<file path="src/rtl/serial_paralelo.sv">
// -----------------------------------------------------------------------------
// serial_paralelo
//
// Serial-to-parallel deserializer with comma alignment. The incoming bit
// stream (MSB first, one bit per clk8f) is searched for the COMMA byte at any
// bit phase. Once a COMMA is found, the byte phase is locked. BC_THRESHOLD
// consecutive aligned COMMAs declare the link active. While active, each byte
// boundary produces a recovered byte on paralelo_out. COMMA bytes are treated
// as idle: they clear the valid bit and keep the last data byte.
//
// Parameters:
//   COMMA         idle / alignment byte
//   BC_THRESHOLD  consecutive aligned COMMAs needed to go active (>= 1)
//
// Ports:
//   clk8f         bit clock; all state changes on its rising edge
//   reset_L       asynchronous, active-low reset
//   serial        serial input stream
//   paralelo_out  recovered byte: [8] = valid, [7:0] = data
//   active        high once the link is declared active (sticky until reset)
//   byte_strobe   one-cycle pulse on every byte boundary while active
// -----------------------------------------------------------------------------
module serial_paralelo #(
    parameter logic [7:0] COMMA        = 8'hBC,
    parameter int         BC_THRESHOLD = 4
) (
    input  logic       clk8f,
    input  logic       reset_L,
    input  logic       serial,
    output logic [8:0] paralelo_out,
    output logic       active,
    output logic       byte_strobe
);

    localparam int BC_W = (BC_THRESHOLD < 1) ? 1 : $clog2(BC_THRESHOLD + 1);
    localparam logic [BC_W-1:0] BC_MAX = BC_W'(BC_THRESHOLD);
    localparam logic [BC_W-1:0] BC_ONE = BC_W'(1);

    typedef enum logic [1:0] {
        SEARCH  = 2'd0,
        ALIGNED = 2'd1,
        ACTIVE  = 2'd2
    } state_t;

    state_t          state, state_nxt;
    logic [7:0]      shift;
    logic [2:0]      bit_cnt, bit_cnt_nxt;
    logic [BC_W-1:0] bc_count, bc_count_nxt;
    logic [8:0]      paralelo_nxt;
    logic            active_nxt;
    logic            strobe_nxt;

    logic [7:0]      candidate;
    logic            is_comma;
    logic            byte_done;

    // The newest bit enters as the LSB, so the candidate byte is always the
    // last eight bits seen, including the one sampled on this edge.
    assign candidate = {shift[6:0], serial};
    assign is_comma  = (candidate == COMMA);
    assign byte_done = (bit_cnt == 3'd7);

    always_ff @(posedge clk8f or negedge reset_L) begin
        if (!reset_L) begin
            state        <= SEARCH;
            shift        <= 8'h00;
            bit_cnt      <= 3'd0;
            bc_count     <= '0;
            paralelo_out <= 9'h000;
            active       <= 1'b0;
            byte_strobe  <= 1'b0;
        end else begin
            state        <= state_nxt;
            shift        <= candidate;
            bit_cnt      <= bit_cnt_nxt;
            bc_count     <= bc_count_nxt;
            paralelo_out <= paralelo_nxt;
            active       <= active_nxt;
            byte_strobe  <= strobe_nxt;
        end
    end

    always_comb begin
        state_nxt    = state;
        bit_cnt_nxt  = bit_cnt;
        bc_count_nxt = bc_count;
        paralelo_nxt = paralelo_out;
        active_nxt   = active;
        strobe_nxt   = 1'b0;

        case (state)
            SEARCH: begin
                bit_cnt_nxt  = 3'd0;
                bc_count_nxt = '0;
                paralelo_nxt = 9'h000;
                if (is_comma) begin
                    // This edge becomes the byte boundary; bit_cnt restarts so
                    // the next boundary lands exactly eight bits later.
                    bc_count_nxt = BC_ONE;
                    if (BC_MAX <= BC_ONE) begin
                        state_nxt  = ACTIVE;
                        active_nxt = 1'b1;
                    end else begin
                        state_nxt = ALIGNED;
                    end
                end
            end

            ALIGNED: begin
                bit_cnt_nxt  = bit_cnt + 3'd1;
                paralelo_nxt = 9'h000;
                if (byte_done) begin
                    if (is_comma) begin
                        if (bc_count >= BC_MAX - BC_ONE) begin
                            state_nxt    = ACTIVE;
                            active_nxt   = 1'b1;
                            bc_count_nxt = BC_MAX;
                        end else begin
                            bc_count_nxt = bc_count + BC_ONE;
                        end
                    end else begin
                        // Broken run of commas: drop lock and hunt again.
                        state_nxt    = SEARCH;
                        bc_count_nxt = '0;
                    end
                end
            end

            ACTIVE: begin
                bit_cnt_nxt = bit_cnt + 3'd1;
                active_nxt  = 1'b1;
                if (byte_done) begin
                    strobe_nxt = 1'b1;
                    // Idle bytes clear valid but keep the last data byte.
                    if (is_comma) begin
                        paralelo_nxt = {1'b0, paralelo_out[7:0]};
                    end else begin
                        paralelo_nxt = {1'b1, candidate};
                    end
                end
            end

            default: begin
                state_nxt = SEARCH;
            end
        endcase
    end

endmodule

</file>
<file path="config.mk">
export PLATFORM = sky130hd
export DESIGN_NAME = serial_paralelo
export DESIGN_NICKNAME = d
export VERILOG_FILES = /design/src/rtl/serial_paralelo.sv
export SDC_FILE = /design/constraint.sdc
export NUM_CORES = 1
export LEC_CHECK = 0
export BUFFER_PORTS_ARGS = -buffer_cell sky130_fd_sc_hd__buf_2
export CORE_MARGIN = 2
export CORE_UTILIZATION = 40
export DETAILED_ROUTE_END_ITERATION = 7
export GPL_ROUTABILITY_DRIVEN = 0
export HOLD_SLACK_MARGIN = 0.08
export MAX_ROUTING_LAYER = met4
export PLACE_DENSITY = 0.58
export SYNTH_ARGS = -nofsm -noshare
export SYNTH_HDL_FRONTEND = slang
export SYNTH_SLANG_ARGS = --single-unit
</file>
<file path="constraint.sdc">
create_clock -name clk8f -period 2.5 [get_ports clk8f]
set_clock_uncertainty 0.15 [all_clocks]
set_input_delay 0.125 -clock clk8f [delete_from_list [all_inputs] [get_ports clk8f]]
set_output_delay 0.125 -clock clk8f [all_outputs]
set_load 0.01 [all_outputs]
</file>
==> impl_metrics.csv, run 1 <==
group,metric,value,unit
pwr,clockPowerShare,0.304,
pwr,p_seq_frac,0.505,
place,io_buffers,13,
clocking,clock_sinks,26,
clocking,cts_made_buffers,3,
pwr,switching_share,0.270,
pwr,power_density,676,mW/mm^2
worst_setup_path,critPathTopFamily,"compound AO/OA/AOI/OAI gates",
final_layout,syn_to_final_growth,13.0,%
logic_synthesis,synth_commonest_cells,"32 x nand2_1, 26 x dfrtp_1, 10 x ha_1, 7 x inv_1",
global_route,grt_pass1_vias,923,
logic_synthesis,synthTopCellsByArea,"dfrtp_1 52%, ha_1 10%, nand2_1 9.6%, o221ai_1 3.5%, inv_1 2.1%",
pwr,leakage,0.667,nW
worst_setup_path,crit_path_max_incr_delay,460,ps
logic_synthesis,synthSimpleGateAreaFrac,0.167,
floorplan,rows,20,
clocking,path_clk_slew,150,ps
clocking,cts_tree,"done",
floorplan,start_util,0.416,
pwr,pwr-share-comb,0.192,
logic_synthesis,synth-async-reset-ratio,1.00,
logic_synthesis,synth_xor_area_frac,0,
floorplan,core-area,0.00300,sq mm
pwr,ir_drop,0.497,mV
logic_synthesis,synth_edf_count,0,
logic_synthesis,muxShareOfSynthArea,0.0120,
worst_setup_path,slowest_stage,"dfrtp_1",
place,hpwl,1670,microns
floorplan,fp.dieW,59.9,microns
logic_synthesis,synth_most_common_cell,"nand2_1",
worst_setup_path,path_cells,"ha_1, ha_1, a211o_1, o221ai_2, mux2_4",
worst_setup_path,path_buf_inv,0,
timing,setup-violations-final,0,
logic_synthesis,synth_nets,133,
logic_synthesis,synth_cells,120,
worst_setup_path,worstPathMaxFanout,5,
logic_synthesis,ys_types,27,
worst_setup_path,cp-end-kind,"flop",
routing,vias_per_cell,5.46,
routing,drc,0,
final_layout,nets,150,
clocking,clk-insertion-delay-late,330,ps
global_route,grt.overflow.total,0,
timing,final.min_clock_period,1930,ps
global_route,grt_max_degree,27,
routing,first_pass_iters,4,
worst_setup_path,worstSetupPathType,"reg -> reg",
logic_synthesis,synth-compound-area-share,0.159,
routing,drtIter0Drc,45,
clocking,cts_buffer_depth,2,
timing,finalCritPeriodShare,0.773,
timing,worstMarginPinSlew,569,ps
routing,num_vias,923,
timing,grt_setup_unrepaired,"false",
pwr,p_int,0.696,mW
logic_synthesis,synthFlopType,"dfrtp_1",
timing,final_max_slew_viol_count,0,
logic_synthesis,synth_adder_area_share,0.100,
pwr,power.switching,0.258,mW
global_route,antenna_found_initial,0,
timing,hold_viol_final,0,
routing,ant_nets,0,
worst_setup_path,crit_required,2590,ps
global_route,grt_usage,0.157,
worst_setup_path,crit_top_cell,"ha_1",
job,drv_cap,0,
routing,routedWlPerCell,13.6,microns
timing,timing.fmax,517,MHz
logic_synthesis,ys_seq_elements,26,
min_path,holdCritPathClass,"in -> async",
logic_synthesis,synth_top_family_by_area,"simple AND/OR/NAND/NOR gates",
logic_synthesis,synth_area,0.00125,sq mm
logic_synthesis,syn_area_per_cell,10.4,sq um
worst_setup_path,start_kind,"flop",
logic_synthesis,synth_warnings,0,
floorplan,die_area,0.00358,sq mm
clocking,htree_levels,1,
clocking,cts_root_buffer,"clkbuf_4",
outcome,status,"complete, no violations",
place,dpl_cell_area,0.00134,sq mm
timing,setup_tns,0,ps
global_route,grt_pass1_wl,4110,microns
final_layout,antenna_cells,0,
floorplan,io_pins,14,
timing,slew_headroom,0.620,
final_layout,design_area,0.00141,sq mm
floorplan,die_h,59.9,microns
logic_synthesis,synth.top_cell.area_share,0.521,
final_layout,drive_gt1_frac,0.154,
worst_setup_path,cp_data_arrival_time,2020,ps
logic_synthesis,synth-seq-area-share,0.521,
routing,wl,2300,microns
logic_synthesis,yosysTopAreaCell,"dfrtp_1",
cells by family (layout without fill, tap and decap cells):
group / Yosys count / after routing
mux: 1 / 1
flops: 26 / 26
simple gates: 46 / 46
buf+inv: 11 / 27
fa+ha+maj: 10 / 10
compound gates: 26 / 26
cell type report:
cell class              instances  area, sq um
clock buffers                   3         22.5
clock inverters                 1         30.0
fillers                       280         1590
inverters                       7         26.3
multi-input cells              83          548
flip-flops and latches         26          651
well taps                      33         41.3
repair buffers                 16         92.6
worst reg2reg max path, delay by kind of cell (launching register included):
family / cells / cell delay, ps
AOI/OAI and AO/OA: 2 / 520
adders and majority gates: 2 / 410
DFF: 1 / 460
muxes: 1 / 310
per-stage QoR:
step | power, mW | cells | util | hold slack (ps) | setup slack [ps]
2_1_floorplan | 0.624 | 120 | - | -321 | 671
3_3_place_gp | 0.667 | 163 | 0.446 | 5.85 | 634
3_5_place_dp | 0.671 | 163 | 0.446 | 12.8 | 579
4_1_cts | 0.963 | 169 | 0.470 | 170 | 563
5_1_grt | 1.02 | 169 | 0.470 | 189 | 474
6_report | 0.954 | 169 | 0.470 | 142 | 567
routing by layer:
metal  vias up  GRT usage  wire length (microns)
met2        17      0.245                   1020
met5         -          -                      0
met1       452      0.196                   1160
li1        452          -                      -
met3         2     0.0476                     94
met4         0     0.0444                     24
cell usage in the layout, fill, tap and decap left out:
cell type	netlist	layout
a21oi_1	2	2
o21ai_0	4	4
a21boi_0	1	1
o2bb2ai_1	1	1
o221ai_2	1	1
inv_1	7	7
clkbuf_4	0	3
o211ai_1	3	3
nand2_1	32	32
o32ai_1	1	1
and4b_1	1	1
buf_4	0	1
a22o_1	2	2
and2_1	3	3
nand3_1	5	5
a211oi_1	1	1
nor2_4	1	1
o221ai_1	5	5
nor2_1	3	3
bufinv_16	0	1
a211o_1	2	2
mux2_4	1	1
buf_2	1	13
a221o_1	1	1
dlygate4sd3_1	0	2
and4bb_1	1	1
dfrtp_1	26	26
ha_1	10	10
o21ai_1	2	2
power by group through the flow:
stage,combinational (mW),sequential (mW),clock [mW]
detailed placement,0.182,0.489,0
floorplan,0.142,0.482,0
global placement,0.178,0.489,0
CTS,0.184,0.482,0.297
global route,0.216,0.489,0.313
finish,0.183,0.481,0.289
path summary, 6_finish.rpt:
check	slack, ps	cells past startpoint	to	startpoint
worst max-delay path	570	5	state[0]	bc_count[0]
worst min-delay path	140	2	paralelo_out[5]	reset_L
worst max register to register	570	5	state[0]	bc_count[0]
worst min register to register	250	0	shift[2]	shift[1]
max in group asynchronous	1660	2	paralelo_out[1]	reset_L
min in group clk8f	250	0	shift[2]	shift[1]
sequential cells by signal, indices dropped and copies added (netlist names):
signal / cells
bit_cnt: 3
state: 2
active: 1
byte_strobe: 1
shift: 7
paralelo_out: 9
bc_count: 3
repair_timing:
item / CTS / global route
hold buffers: 2 / 0
setup buffers: 0 / 0
resized for setup: 0 / 0
endpoints found under the hold margin: 28 / 0
(Power assumes the default switching activity.)
==> run 2: changes to the inputs <==
Clock period 2.5 ns to 1.8 ns, I/O delays scaled along.
==> run 2 against run 1 <==
- highest routed layer unchanged
- sequential share of layout area down 2.1 points
- count of clock-buffer cells in the layout grew 1
- sequential power is 39% higher
- power increased by 30%
- global-route usage is 0.21 points lower
- worst hold slack got worse by 21 ps
- register-to-register slack lost 540 ps
- die area did not move
- routed wire length up 1.7%
- clock power increased by 1%
- cell area grew 4.7%
- critical path type unchanged
==> impl_metrics.csv, run 2 (synthesized netlist as in run 1, its figures left out) <==
group,metric,value,unit
outcome,status,"complete, no violations",
routing,vias_per_cell,5.32,
final_layout,drive_gt1_frac,0.221,
final_layout,finish.utilization,0.492,
routing,num_vias,947,
final_layout,regMostFlops,"paralelo_out",
clocking,cts_root_buffer,"clkbuf_4",
pwr,power_density,836,mW/mm^2
global_route,grt_pass1_vias,903,
timing,whs,122,ps
final_layout,syn_to_final_growth,18.3,%
final_layout,largestRegisters,"paralelo_out (9), shift (7)",
clocking,htree_levels,1,
global_route,use_met2,0.234,
routing,first_pass_iters,4,
final_layout,design_area,0.00148,sq mm
worst_setup_path,worstSetupPathType,"reg -> reg",
clocking,clk-insertion-delay-late,320,ps
place,hpwl,1750,microns
routing,drtIter0Drc,33,
routing,ant_nets,0,
place,io_buffers,13,
worst_setup_path,worstPathMaxFanout,3,
timing,hold_viol_final,0,
global_route,antenna_found_initial,0,
floorplan,fp.dieW,59.9,microns
final_layout,largest_register_ffs,9,
timing,timing.fmax,563,MHz
clocking,cts_buffer_depth,2,
floorplan,die_h,59.9,microns
final_layout,layout_common_cells,"32 x nand2_1, 26 x dfrtp_1, 13 x buf_2",
timing,worstMarginPinSlew,567,ps
final_layout,nets,159,
clocking,cts_tree,"done",
global_route,grt.busiest_layer,"met2",
pwr,ir_drop,0.467,mV
clocking,clock_sinks,26,
floorplan,io_pins,14,
worst_setup_path,reg2reg_from,"bc_count[1]",
global_route,grt_pass1_wl,3950,microns
global_route,grtUsageMet3,0.0390,
final_layout,final_common_cell,"nand2_1",
worst_setup_path,crit_path_start,"bc_count[1]",
min_path,holdCritPathClass,"in -> async",
clocking,cts_made_buffers,3,
global_route,grt_util_met1,0.204,
worst_setup_path,cp_data_arrival_time,1850,ps
timing,slew_headroom,0.622,
global_route,grt_usage,0.155,
pwr,leakage,0.704,nW
final_layout,antenna_cells,0,
floorplan,rows,20,
floorplan,die_area,0.00358,sq mm
global_route,grt_max_degree,27,
floorplan,core-area,0.00300,sq mm
worst_setup_path,cp-end-kind,"flop",
timing,finalCritPeriodShare,0.987,
timing,grt_setup_unrepaired,"true",
routing,drc,0,
worst_setup_path,start_kind,"flop",
floorplan,start_util,0.416,
global_route,grt.overflow.total,0,
job,drv_cap,0,
timing,setup_tns,0,ps
routing,wl,2340,microns
clocking,path_clk_slew,140,ps
worst_setup_path,crit_required,1880,ps
place,dpl_cell_area,0.00141,sq mm
timing,final_max_slew_viol_count,0,
timing,setup-violations-final,0,
routing,routedWlPerCell,13.1,microns
clocking,post-cts-setup-buffer-count,0,
timing,final.min_clock_period,1780,ps
run 2: cell type report:
cell class	count	area, sq um
sequential	26	651
clock buffer	4	36.3
multi-input combinational	83	563
timing repair buffer	25	160
fill	283	1530
inverter	7	26.3
tap	33	41.3
run 2: final timing paths:
kind                            cells past startpoint               to  slack, ps
worst max register to register                      5         state[0]         20
min in group clk8f                                  0         shift[2]        260
worst min-delay path                                2  paralelo_out[5]        120
worst min register to register                      0         shift[2]        260
worst max-delay path                                5         state[0]         20
max in group asynchronous                           2       bit_cnt[2]       1000
run 2: repair_timing:
| action | 4_1_cts | 5_1_grt |
|---|---|---|
| endpoints found under the hold margin | 28 | 0 |
| pin swaps | 3 | 2 |
| hold buffers | 2 | 0 |
| gates resized for setup | 3 | 1 |
| endpoints found under the setup margin | 1 | 4 |
run 2: power by group:
| part | total, mW | switching (mW) | internal (mW) |
|---|---|---|---|
| sequential | 0.668 | 0.0385 | 0.629 |
| combinational | 0.275 | 0.147 | 0.129 |
| clock | 0.293 | 0.169 | 0.124 |
run 2: worst max-delay path: stages, from the launching register on:
cell and delay, ps:
dfrtp_1 410, ha_2 200, ha_4 160, a211o_1 270, o221ai_2 190, mux2_4 310
run 2: metal layers:
metal | share of wire | up-vias
met5 | 0 | -
met4 | 0.0098 | 0
met3 | 0.036 | 2
met2 | 0.46 | 16
met1 | 0.49 | 458
li1 | - | 471
run 2: metrics by stage:
stage | setup WS, ps | power [mW] | std cells
after floorplan | 12.3 | 0.867 | 120
after global placement | 25.0 | 0.940 | 172
after detailed placement | -27.9 | 0.952 | 172
after CTS | 0.662 | 1.25 | 178
after global routing | -31.2 | 1.32 | 178
final | 23.2 | 1.24 | 178
==> run 3: changes to the inputs <==
Settings changed: CORE_UTILIZATION 40 to 56, PLACE_DENSITY 0.58 to 0.77.
==> run 3 against run 2 <==
- the run now ends with negative setup slack left
- die area fell by 27%
- cell area increased by 2.4%
- first-iteration DRC count down 61%
- global-route usage grew 6.8 points
- sequential cell count did not move
- non-clock buffer count rose by 1
- via count up 0.53%
==> impl_metrics.csv, run 3 (synthesized netlist as in run 1, its figures left out) <==
group,metric,value,unit
outcome,status,"finished, violations left",
outcome,violations,"negative setup slack",
final_layout,regMostFlops,"paralelo_out",
worst_setup_path,rr_worst_depth,5,
final_layout,layout_common_cells,"32 x nand2_1, 26 x dfrtp_1, 13 x buf_2",
worst_setup_path,reg2reg_from,"bc_count[0]",
worst_setup_path,cp_data_arrival_time,1910,ps
floorplan,rows,17,
routing,wl,2460,microns
clocking,path_clk_slew,150,ps
pwr,finalPower,1.40,mW
timing,final.min_clock_period,1850,ps
floorplan,die_h,51.2,microns
clocking,cts_root_buffer,"clkbuf_4",
clocking,cts_made_buffers,3,
worst_setup_path,crit_path_start,"bc_count[0]",
timing,final_max_slew_viol_count,0,
place,hpwl,1720,microns
worst_setup_path,cp.depth,5,
clocking,clk-insertion-delay-late,320,ps
worst_setup_path,path_cells,"ha_2, ha_4, a211o_1, o221ai_2, mux2_4",
worst_setup_path,slowest_stage,"dfrtp_1",
timing,worstMarginPinSlew,573,ps
global_route,grt.overflow.total,0,
place,io_buffers,13,
timing,setup-violations-final,1,
clocking,clock_sinks,26,
routing,vias_per_cell,5.47,
place,dpl_cell_area,0.00139,sq mm
worst_setup_path,cp-end-kind,"flop",
pwr,power_density,925,mW/mm^2
clocking,cts_buffer_depth,2,
final_layout,antenna_cells,0,
worst_setup_path,cp-endpoint,"state[0]",
worst_setup_path,start_kind,"flop",
routing,first_pass_iters,4,
global_route,antenna_found_initial,0,
final_layout,largest_register_ffs,9,
floorplan,die_area,0.00262,sq mm
routing,drtIter0Drc,13,
timing,whs,121,ps
place,pre_cts_ws,-44.6,ps
timing,timing.fmax,541,MHz
job,drv_cap,0,
final_layout,nets,160,
min_path,holdCritPathClass,"in -> async",
floorplan,core-area,0.00217,sq mm
worst_setup_path,path_buf_inv,0,
timing,finalCritPeriodShare,1.03,
timing,hold_viol_final,0,
worst_setup_path,crit_path_max_incr_delay,410,ps
timing,slew_headroom,0.618,
floorplan,io_pins,14,
global_route,grt_max_degree,27,
worst_setup_path,worstSetupPathType,"reg -> reg",
timing,setup_tns,-48.3,ps
floorplan,start_util,0.576,
worst_setup_path,critPathTopFamily,"compound AO/OA/AOI/OAI gates",
final_layout,largestRegisters,"paralelo_out (9), shift (7)",
clocking,cts_tree,"done",
routing,ant_nets,0,
routing,drc,0,
worst_setup_path,crit_required,1860,ps
global_route,grt_usage,0.222,
clocking,htree_levels,1,
routing,num_vias,952,
timing,fin_ws,-48.3,ps
final_layout,design_area,0.00151,sq mm
timing,grt_setup_unrepaired,"true",
worst_setup_path,reg2reg_to,"state[0]",
final_layout,syn_to_final_growth,21.1,%
worst_setup_path,reg2reg_slack,-50,ps
global_route,grt_pass1_wl,4240,microns
pwr,ir_drop,0.523,mV
worst_setup_path,worstPathMaxFanout,3,
global_route,grt_pass1_vias,969,
final_layout,final_common_cell,"nand2_1",
routing,routedWlPerCell,14.1,microns
pwr,leakage,0.715,nW
final_layout,drive_gt1_frac,0.253,
floorplan,fp.dieW,51.2,microns
run 3: worst reg2reg max path, cell delays in order, from the launching register on:
cell      delay [ps]
dfrtp_1          410
ha_2             200
ha_4             160
a211o_1          310
o221ai_2         210
mux2_4           320
run 3: how the worst min path moves through the flow:
stage                       to  slack, ps  depth (start not counted)
2_1_floorplan           active       -360                          0
3_3_place_gp   paralelo_out[5]        -40                          1
3_5_place_dp   paralelo_out[3]        -30                          1
4_1_cts        paralelo_out[3]        140                          2
5_1_grt        paralelo_out[5]        180                          2
6_report       paralelo_out[5]        120                          2
run 3: report_power, final:
group / switching, mW / total, mW / leakage [nW] / internal [mW]
Combinational: 0.178 / 0.330 / 0.345 / 0.152
Sequential: 0.0403 / 0.669 / 0.342 / 0.629
Clock: 0.175 / 0.400 / 0.0279 / 0.225
run 3: metrics by stage:
stage / utilization / std cells
2_1_floorplan: - / 120
3_3_place_gp: 0.642 / 166
4_1_cts: 0.677 / 172
3_5_place_dp: 0.642 / 166
6_report: 0.697 / 174
5_1_grt: 0.697 / 174
run 3: cell type report:
type,instances,area (sq um)
clock buffers,3,22.5
clock inverters,1,30.0
fillers,185,657
inverters,7,26.3
multi-input cells,83,581
flip-flops and latches,26,651
well taps,28,35.0
repair buffers,26,168
run 3: layer usage:
metal | global-route usage | part of all wire | wire length, microns | vias to the layer above
li1 | - | - | - | 471
met1 | 0.280 | 0.45 | 1110 | 461
met2 | 0.364 | 0.51 | 1250 | 16
met3 | 0.0322 | 0.027 | 67 | 4
met4 | 0.0921 | 0.013 | 33 | 0
met5 | - | 0 | 0 | -
run 3: timing repair:
item,4_1_cts,5_1_grt
hold endpoints to repair,28,0
gates resized for setup,2,6
hold buffers,2,0
buffers inserted,0,2
setup endpoints to repair,3,14
pin swaps,1,2
